--- src/rtl/port_uart_pkg.sv ---
// Shared definitions for the UART word transmitter.
// Contents:
//   state_t          - 2-bit transmit FSM state type
//   ST_*             - FSM state encodings (IDLE, START, DATA, STOP)
//   STATUS_*         - bit positions inside the 16-bit CPU status word
package port_uart_pkg;

    typedef logic [1:0] state_t;

    localparam state_t ST_IDLE  = 2'd0;
    localparam state_t ST_START = 2'd1;
    localparam state_t ST_DATA  = 2'd2;
    localparam state_t ST_STOP  = 2'd3;

    localparam int STATUS_BUSY     = 0;
    localparam int STATUS_FULL     = 1;
    localparam int STATUS_OVERFLOW = 2;

endpackage

--- src/rtl/word_fifo.sv ---
// Small synchronous FIFO of WIDTH-bit words, DEPTH entries (power of two).
// Ports:
//   clk, rst      - clock, synchronous active-high reset (empties the FIFO)
//   push, din     - write request and data; accepted when not full, or when
//                   full but a pop happens in the same cycle
//   pop, dout     - read request; dout always shows the head word
//   full, empty   - occupancy flags
//   count         - number of stored words, 0..DEPTH
module word_fifo #(
    parameter int WIDTH = 16,
    parameter int DEPTH = 4
) (
    input  logic                     clk,
    input  logic                     rst,
    input  logic                     push,
    input  logic [WIDTH-1:0]         din,
    input  logic                     pop,
    output logic [WIDTH-1:0]         dout,
    output logic                     full,
    output logic                     empty,
    output logic [$clog2(DEPTH):0]   count
);

    localparam int AW = $clog2(DEPTH);
    localparam logic [AW:0] FULL_COUNT = (AW+1)'(DEPTH);

    logic [WIDTH-1:0] mem [DEPTH];
    logic [AW-1:0]    wr_ptr_reg;
    logic [AW-1:0]    rd_ptr_reg;
    logic [AW:0]      count_reg;
    logic             do_push;
    logic             do_pop;

    assign full  = (count_reg == FULL_COUNT);
    assign empty = (count_reg == '0);
    assign count = count_reg;
    // Head word is presented combinationally so the consumer can load it
    // at the same edge that pops it.
    assign dout  = mem[rd_ptr_reg];

    assign do_pop  = pop && !empty;
    // A full FIFO still takes a word when the head leaves in the same cycle.
    assign do_push = push && (!full || do_pop);

    always_ff @(posedge clk) begin
        if (do_push && !rst) begin
            mem[wr_ptr_reg] <= din;
        end
    end

    // Pointers are exactly AW bits wide, so they wrap modulo DEPTH.
    always_ff @(posedge clk) begin
        if (rst) begin
            wr_ptr_reg <= '0;
            rd_ptr_reg <= '0;
            count_reg  <= '0;
        end else begin
            if (do_push) begin
                wr_ptr_reg <= wr_ptr_reg + 1'b1;
            end
            if (do_pop) begin
                rd_ptr_reg <= rd_ptr_reg + 1'b1;
            end
            case ({do_push, do_pop})
                2'b10:   count_reg <= count_reg + 1'b1;
                2'b01:   count_reg <= count_reg - 1'b1;
                default: count_reg <= count_reg;
            endcase
        end
    end

endmodule

--- src/rtl/port_uart_tx.sv ---
// CPU output port to UART transmitter. Each 16-bit word written by the CPU
// is buffered in a FIFO and sent as two 8N1 characters, low byte first.
// Ports:
//   clk, rst      - clock, synchronous active-high reset
//   out_port      - CPU output word
//   output_valid  - one-cycle strobe: out_port holds a new word
//   tx            - registered serial line, idle high
//   status        - {13'b0, overflow, full, busy} for the CPU input mux
module port_uart_tx
    import port_uart_pkg::*;
#(
    parameter int CLKS_PER_BIT = 16,
    parameter int FIFO_DEPTH   = 4
) (
    input  logic        clk,
    input  logic        rst,
    input  logic [15:0] out_port,
    input  logic        output_valid,
    output logic        tx,
    output logic [15:0] status
);

    localparam int CW  = $clog2(CLKS_PER_BIT);
    localparam int FAW = $clog2(FIFO_DEPTH);
    localparam logic [CW-1:0] CNT_LAST        = CW'(CLKS_PER_BIT - 1);
    localparam logic [FAW:0]  FIFO_FULL_COUNT = (FAW+1)'(FIFO_DEPTH);

    state_t        state_reg;
    logic [CW-1:0] cnt_reg;
    logic [2:0]    bit_idx_reg;
    logic [2:0]    bit_next;
    logic          byte_sel_reg;
    logic [15:0]   shift_reg;
    logic          tx_reg;
    logic          overflow_reg;

    logic [15:0]   fifo_dout;
    logic          fifo_full;
    logic          fifo_empty;
    logic [FAW:0]  fifo_count;
    logic          pop;
    logic          bit_done;
    logic          busy;
    logic          full;

    assign pop      = (state_reg == ST_IDLE) && !fifo_empty;
    assign bit_done = (cnt_reg == CNT_LAST);
    assign bit_next = bit_idx_reg + 3'd1;

    word_fifo #(
        .WIDTH (16),
        .DEPTH (FIFO_DEPTH)
    ) u_fifo (
        .clk   (clk),
        .rst   (rst),
        .push  (output_valid),
        .din   (out_port),
        .pop   (pop),
        .dout  (fifo_dout),
        .full  (fifo_full),
        .empty (fifo_empty),
        .count (fifo_count)
    );

    // Bit-period counter: free-runs 0..CLKS_PER_BIT-1 in every non-idle state.
    always_ff @(posedge clk) begin
        if (rst || state_reg == ST_IDLE || bit_done) begin
            cnt_reg <= '0;
        end else begin
            cnt_reg <= cnt_reg + 1'b1;
        end
    end

    // tx is loaded with the level of the *next* bit at each transition so the
    // line changes exactly on bit boundaries without an extra output stage.
    always_ff @(posedge clk) begin
        if (rst) begin
            state_reg    <= ST_IDLE;
            tx_reg       <= 1'b1;
            byte_sel_reg <= 1'b0;
            bit_idx_reg  <= '0;
            shift_reg    <= '0;
            overflow_reg <= 1'b0;
        end else begin
            // A pop this cycle frees a slot, so a full FIFO only drops
            // the word when nothing leaves.
            if (output_valid && fifo_full && !pop) begin
                overflow_reg <= 1'b1;
            end
            case (state_reg)
                ST_IDLE: begin
                    tx_reg <= 1'b1;
                    if (!fifo_empty) begin
                        shift_reg    <= fifo_dout;
                        byte_sel_reg <= 1'b0;
                        state_reg    <= ST_START;
                        tx_reg       <= 1'b0;
                    end
                end
                ST_START: begin
                    if (bit_done) begin
                        bit_idx_reg <= '0;
                        state_reg   <= ST_DATA;
                        tx_reg      <= shift_reg[{byte_sel_reg, 3'd0}];
                    end
                end
                ST_DATA: begin
                    if (bit_done) begin
                        if (bit_idx_reg == 3'd7) begin
                            state_reg <= ST_STOP;
                            tx_reg    <= 1'b1;
                        end else begin
                            bit_idx_reg <= bit_next;
                            tx_reg      <= shift_reg[{byte_sel_reg, bit_next}];
                        end
                    end
                end
                ST_STOP: begin
                    if (bit_done) begin
                        if (!byte_sel_reg) begin
                            byte_sel_reg <= 1'b1;
                            state_reg    <= ST_START;
                            tx_reg       <= 1'b0;
                        end else begin
                            state_reg <= ST_IDLE;
                            tx_reg    <= 1'b1;
                        end
                    end
                end
                default: begin
                    state_reg <= ST_IDLE;
                    tx_reg    <= 1'b1;
                end
            endcase
        end
    end

    assign busy = (state_reg != ST_IDLE) || !fifo_empty;
    assign full = (fifo_count == FIFO_FULL_COUNT);
    assign tx   = tx_reg;

    always_comb begin
        status                  = 16'h0000;
        status[STATUS_BUSY]     = busy;
        status[STATUS_FULL]     = full;
        status[STATUS_OVERFLOW] = overflow_reg;
    end

endmodule
--- config.mk ---
export PLATFORM = sky130hd
export DESIGN_NAME = port_uart_tx
export DESIGN_NICKNAME = d
export VERILOG_FILES = /design/src/rtl/port_uart_pkg.sv /design/src/rtl/word_fifo.sv /design/src/rtl/port_uart_tx.sv
export SDC_FILE = /design/constraint.sdc
export NUM_CORES = 1
export LEC_CHECK = 0
export ABC_CLOCK_PERIOD_IN_PS = 3150
export CORE_ASPECT_RATIO = 0.6
export CORE_UTILIZATION = 57
export DETAILED_ROUTE_END_ITERATION = 8
export PLACE_DENSITY = 0.85
export SLEW_MARGIN = 20
export SYNTH_ARGS = -nofsm -noshare
export SYNTH_HDL_FRONTEND = slang
export SYNTH_SLANG_ARGS = --single-unit
export TNS_END_PERCENT = 30
--- constraint.sdc ---
create_clock -name clk -period 3.15 [get_ports clk]
set_input_delay 0.315 -clock clk [delete_from_list [all_inputs] [get_ports clk]]
set_output_delay 0.315 -clock clk [all_outputs]
set_load 0.01 [all_outputs]
==> flow_metrics.env <==
export IMPL_skew_ps=6.85
export IMPL_clk_pin_slew_ps=60
export IMPL_cts_tree="done"
export IMPL_numCtsBuffers=9
export IMPL_ir_worst_vdd_mv=0.584
export IMPL_num_rows=23
export IMPL_yosys_area_share_simple_pct=9.60
export IMPL_wl_um=7360
export IMPL_yosysUniqueCellTypes=43
export IMPL_syn2layout_area_growth_pct=11.4
export IMPL_required_ps=2830
export IMPL_synth_seq_cells=99
export IMPL_start_util_pct=61.2
export IMPL_syn_area_per_cell_um2=13.6
export IMPL_yosys_most_used_dff="edfxtp_1"
export IMPL_synth_compound_area_share_pct=5.80
export IMPL_pin_count=36
export IMPL_rsz0062_at_grt="false"
export IMPL_drt_initial_drc_count=193
export IMPL_post_cts_setup_buffers=0
export IMPL_path_max_fanout=9
export IMPL_final_nets=361
export IMPL_ctsHoldBuffers=0
export IMPL_synth_common_cells="edfxtp_1 (64), nand2_1 (38), dfxtp_1 (35)"
export IMPL_fin_setup_tns_ps=0
export IMPL_timing_final_crit_share_pct=81.0
export IMPL_synth_edf_count=64
export IMPL_syn_area_um2=4250
export IMPL_grt_ovfl_total=0
export IMPL_power_static_leakage_nw=1.62
export IMPL_rr_endpoint="u_fifo.count[2]$_SDFFE_PP0P_"
export IMPL_cts_resized=0
export IMPL_critPathLaunch="state_reg[0]$_SDFFE_PP0P_"
export IMPL_die_x_um=113
export IMPL_yosysSeqAreaShare_pct=61.7
export IMPL_antenna_cells=0
export IMPL_p_per_area_nw_per_um2=823
export IMPL_fmax_mhz=392
export IMPL_place_area_um2=4460
export IMPL_drv_slew=0
export IMPL_final_area_um2=4730
export IMPL_r2r_cells=8
export IMPL_place_hpwl_um=5000
export IMPL_htreeDepth=3
export IMPL_routedWlPerCell_um=16.9
export IMPL_io_buffers=22
export IMPL_cts_sinks=99
export IMPL_drc=0
export IMPL_vias=2364
export IMPL_cp_endpoint="status[0]"
export IMPL_synthAdderAreaFrac_pct=4.01
export IMPL_synth_cells=313
export IMPL_antenna_found_initial=0
export IMPL_hp_class="register to register"
export IMPL_grt_pass1_wl_um=11700
export IMPL_status="finished clean"
export IMPL_maxCapViolations=0
export IMPL_synth_top_family_by_area="multiplexers"
export IMPL_yosysMostFrequentCell="edfxtp_1"
export IMPL_setup_viol=0
export IMPL_synth_top_area_share_pct=45.2
export IMPL_post_route_min_period_ps=2550
export IMPL_largest_reg_flops=64
export IMPL_synth_xor_area_share_pct=1.24
export IMPL_gr_usage_all_layers_pct=21.3
export IMPL_netlist_top_cells_area="edfxtp_1 (45%), dfxtp_1 (16%), mux4_2 (11%), ha_1 (3.5%), nand2_1 (3.4%)"
export IMPL_rrSetupSlack_ps=680
export IMPL_die_y_um=68.9
export IMPL_grt_max_degree=35
export IMPL_ant_nets=0
export IMPL_synth_mux_area_share_pct=11.8
export IMPL_gp_congestion=0.750
export IMPL_layout_drive_gt1_share_pct=12.6
export IMPL_vias_per_cell=5.45
export IMPL_worstMarginPinSlew_ps=886
export IMPL_critical_path_arrival_ps=2240
export IMPL_crit_path_end_kind="output port"
export IMPL_dieArea_um2=7810
export IMPL_cts_buffer_depth=2
export IMPL_clk_latency_ps=350
export IMPL_async_flop_share_pct=0
export IMPL_dr_pass1_iters=5
export IMPL_startpoint_type="register"
export IMPL_grt_pass1_vias=2265
export IMPL_hold_viol=0
export IMPL_ys_warn_count=0
export IMPL_path_class="register to output port"
export IMPL_max_slew_margin_pct=40.9
export IMPL_core_area_um2=6940
export IMPL_clockRootBuffer="clkbuf_16"
export IMPL_synth_area_leader_cell="edfxtp_1"
export IMPL_regToRegStartpoint="state_reg[0]$_SDFFE_PP0P_"
cell type report:
class	count	area [um2]
Fill cell	453	2200
Multi-Input combinational cell	183	1430
Sequential cell	99	2620
Clock inverter	4	31.3
Inverter	10	37.5
Tap cell	100	125
Timing Repair Buffer	26	250
Clock buffer	12	236
cell usage in the layout (no fill, tap or decap), types with 9 or more instances in the layout:
| cell | n |
|---|---|
| edfxtp_1 | 64 |
| nand2_1 | 38 |
| dfxtp_1 | 35 |
| a21oi_1 | 27 |
| clkdlybuf4s50_1 | 22 |
| mux4_2 | 20 |
| nor2_1 | 19 |
| conb_1 | 13 |
| ha_1 | 12 |
| inv_1 | 10 |
| clkbuf_16 | 9 |
kinds of logic after synthesis:
logic type,after synthesis
adder cells (fa/ha/maj),13
multiplexers,25
other,1
XOR/XNOR,6
buffers and inverters,43
AO/OA/AOI/OAI,40
flip-flops,99
AND/OR/NAND/NOR,86
per-stage QoR:
step | total power (W) | instances | worst slack (ps) | utilization [%] | hold WS, ps
floorplan | 0.00263 | 325 | 562 | - | 414
global placement | 0.00286 | 418 | 780 | 64.4 | 435
detailed placement | 0.00291 | 418 | 684 | 64.4 | 439
CTS | 0.00391 | 434 | 601 | 68.2 | 455
global route | 0.00411 | 434 | 459 | 68.2 | 476
finish | 0.00389 | 434 | 597 | 68.2 | 450
worst max-delay path, stage by stage, from the launching register on:
cell             delay (ps)
dfxtp_1                 350
inv_1                   120
ha_1                    350
or4b_1                  540
clkdlybuf4s50_1         530
per-layer routing:
metal	vias up	track usage [%]	part of all wire [%]
li1	1145	-	-
met2	79	32.7	46
met1	1133	28.8	46
met5	-	0	0
met4	0	5.92	0.77
met3	7	8.13	7.3
worst min-delay path by stage:
stage	start	end	slack, ps	cells past startpoint
floorplan	out_port[0]	u_fifo.mem[0][0]$_DFFE_PP_	410	0
global placement	cnt_reg[0]$_SDFF_PP0_	cnt_reg[0]$_SDFF_PP0_	430	1
detailed placement	cnt_reg[0]$_SDFF_PP0_	cnt_reg[0]$_SDFF_PP0_	440	1
CTS	cnt_reg[0]$_SDFF_PP0_	cnt_reg[0]$_SDFF_PP0_	450	1
global route	cnt_reg[0]$_SDFF_PP0_	cnt_reg[0]$_SDFF_PP0_	480	1
finish	cnt_reg[0]$_SDFF_PP0_	cnt_reg[0]$_SDFF_PP0_	450	1
where the power goes:
| group | switching, W | internal [W] | leakage [nW] |
|---|---|---|---|
| combinational | 0.000628 | 0.000540 | 0.621 |
| clock | 0.000458 | 0.000543 | 0.132 |
| sequential | 0.000157 | 0.00157 | 0.868 |
(Power assumes the default switching activity.)
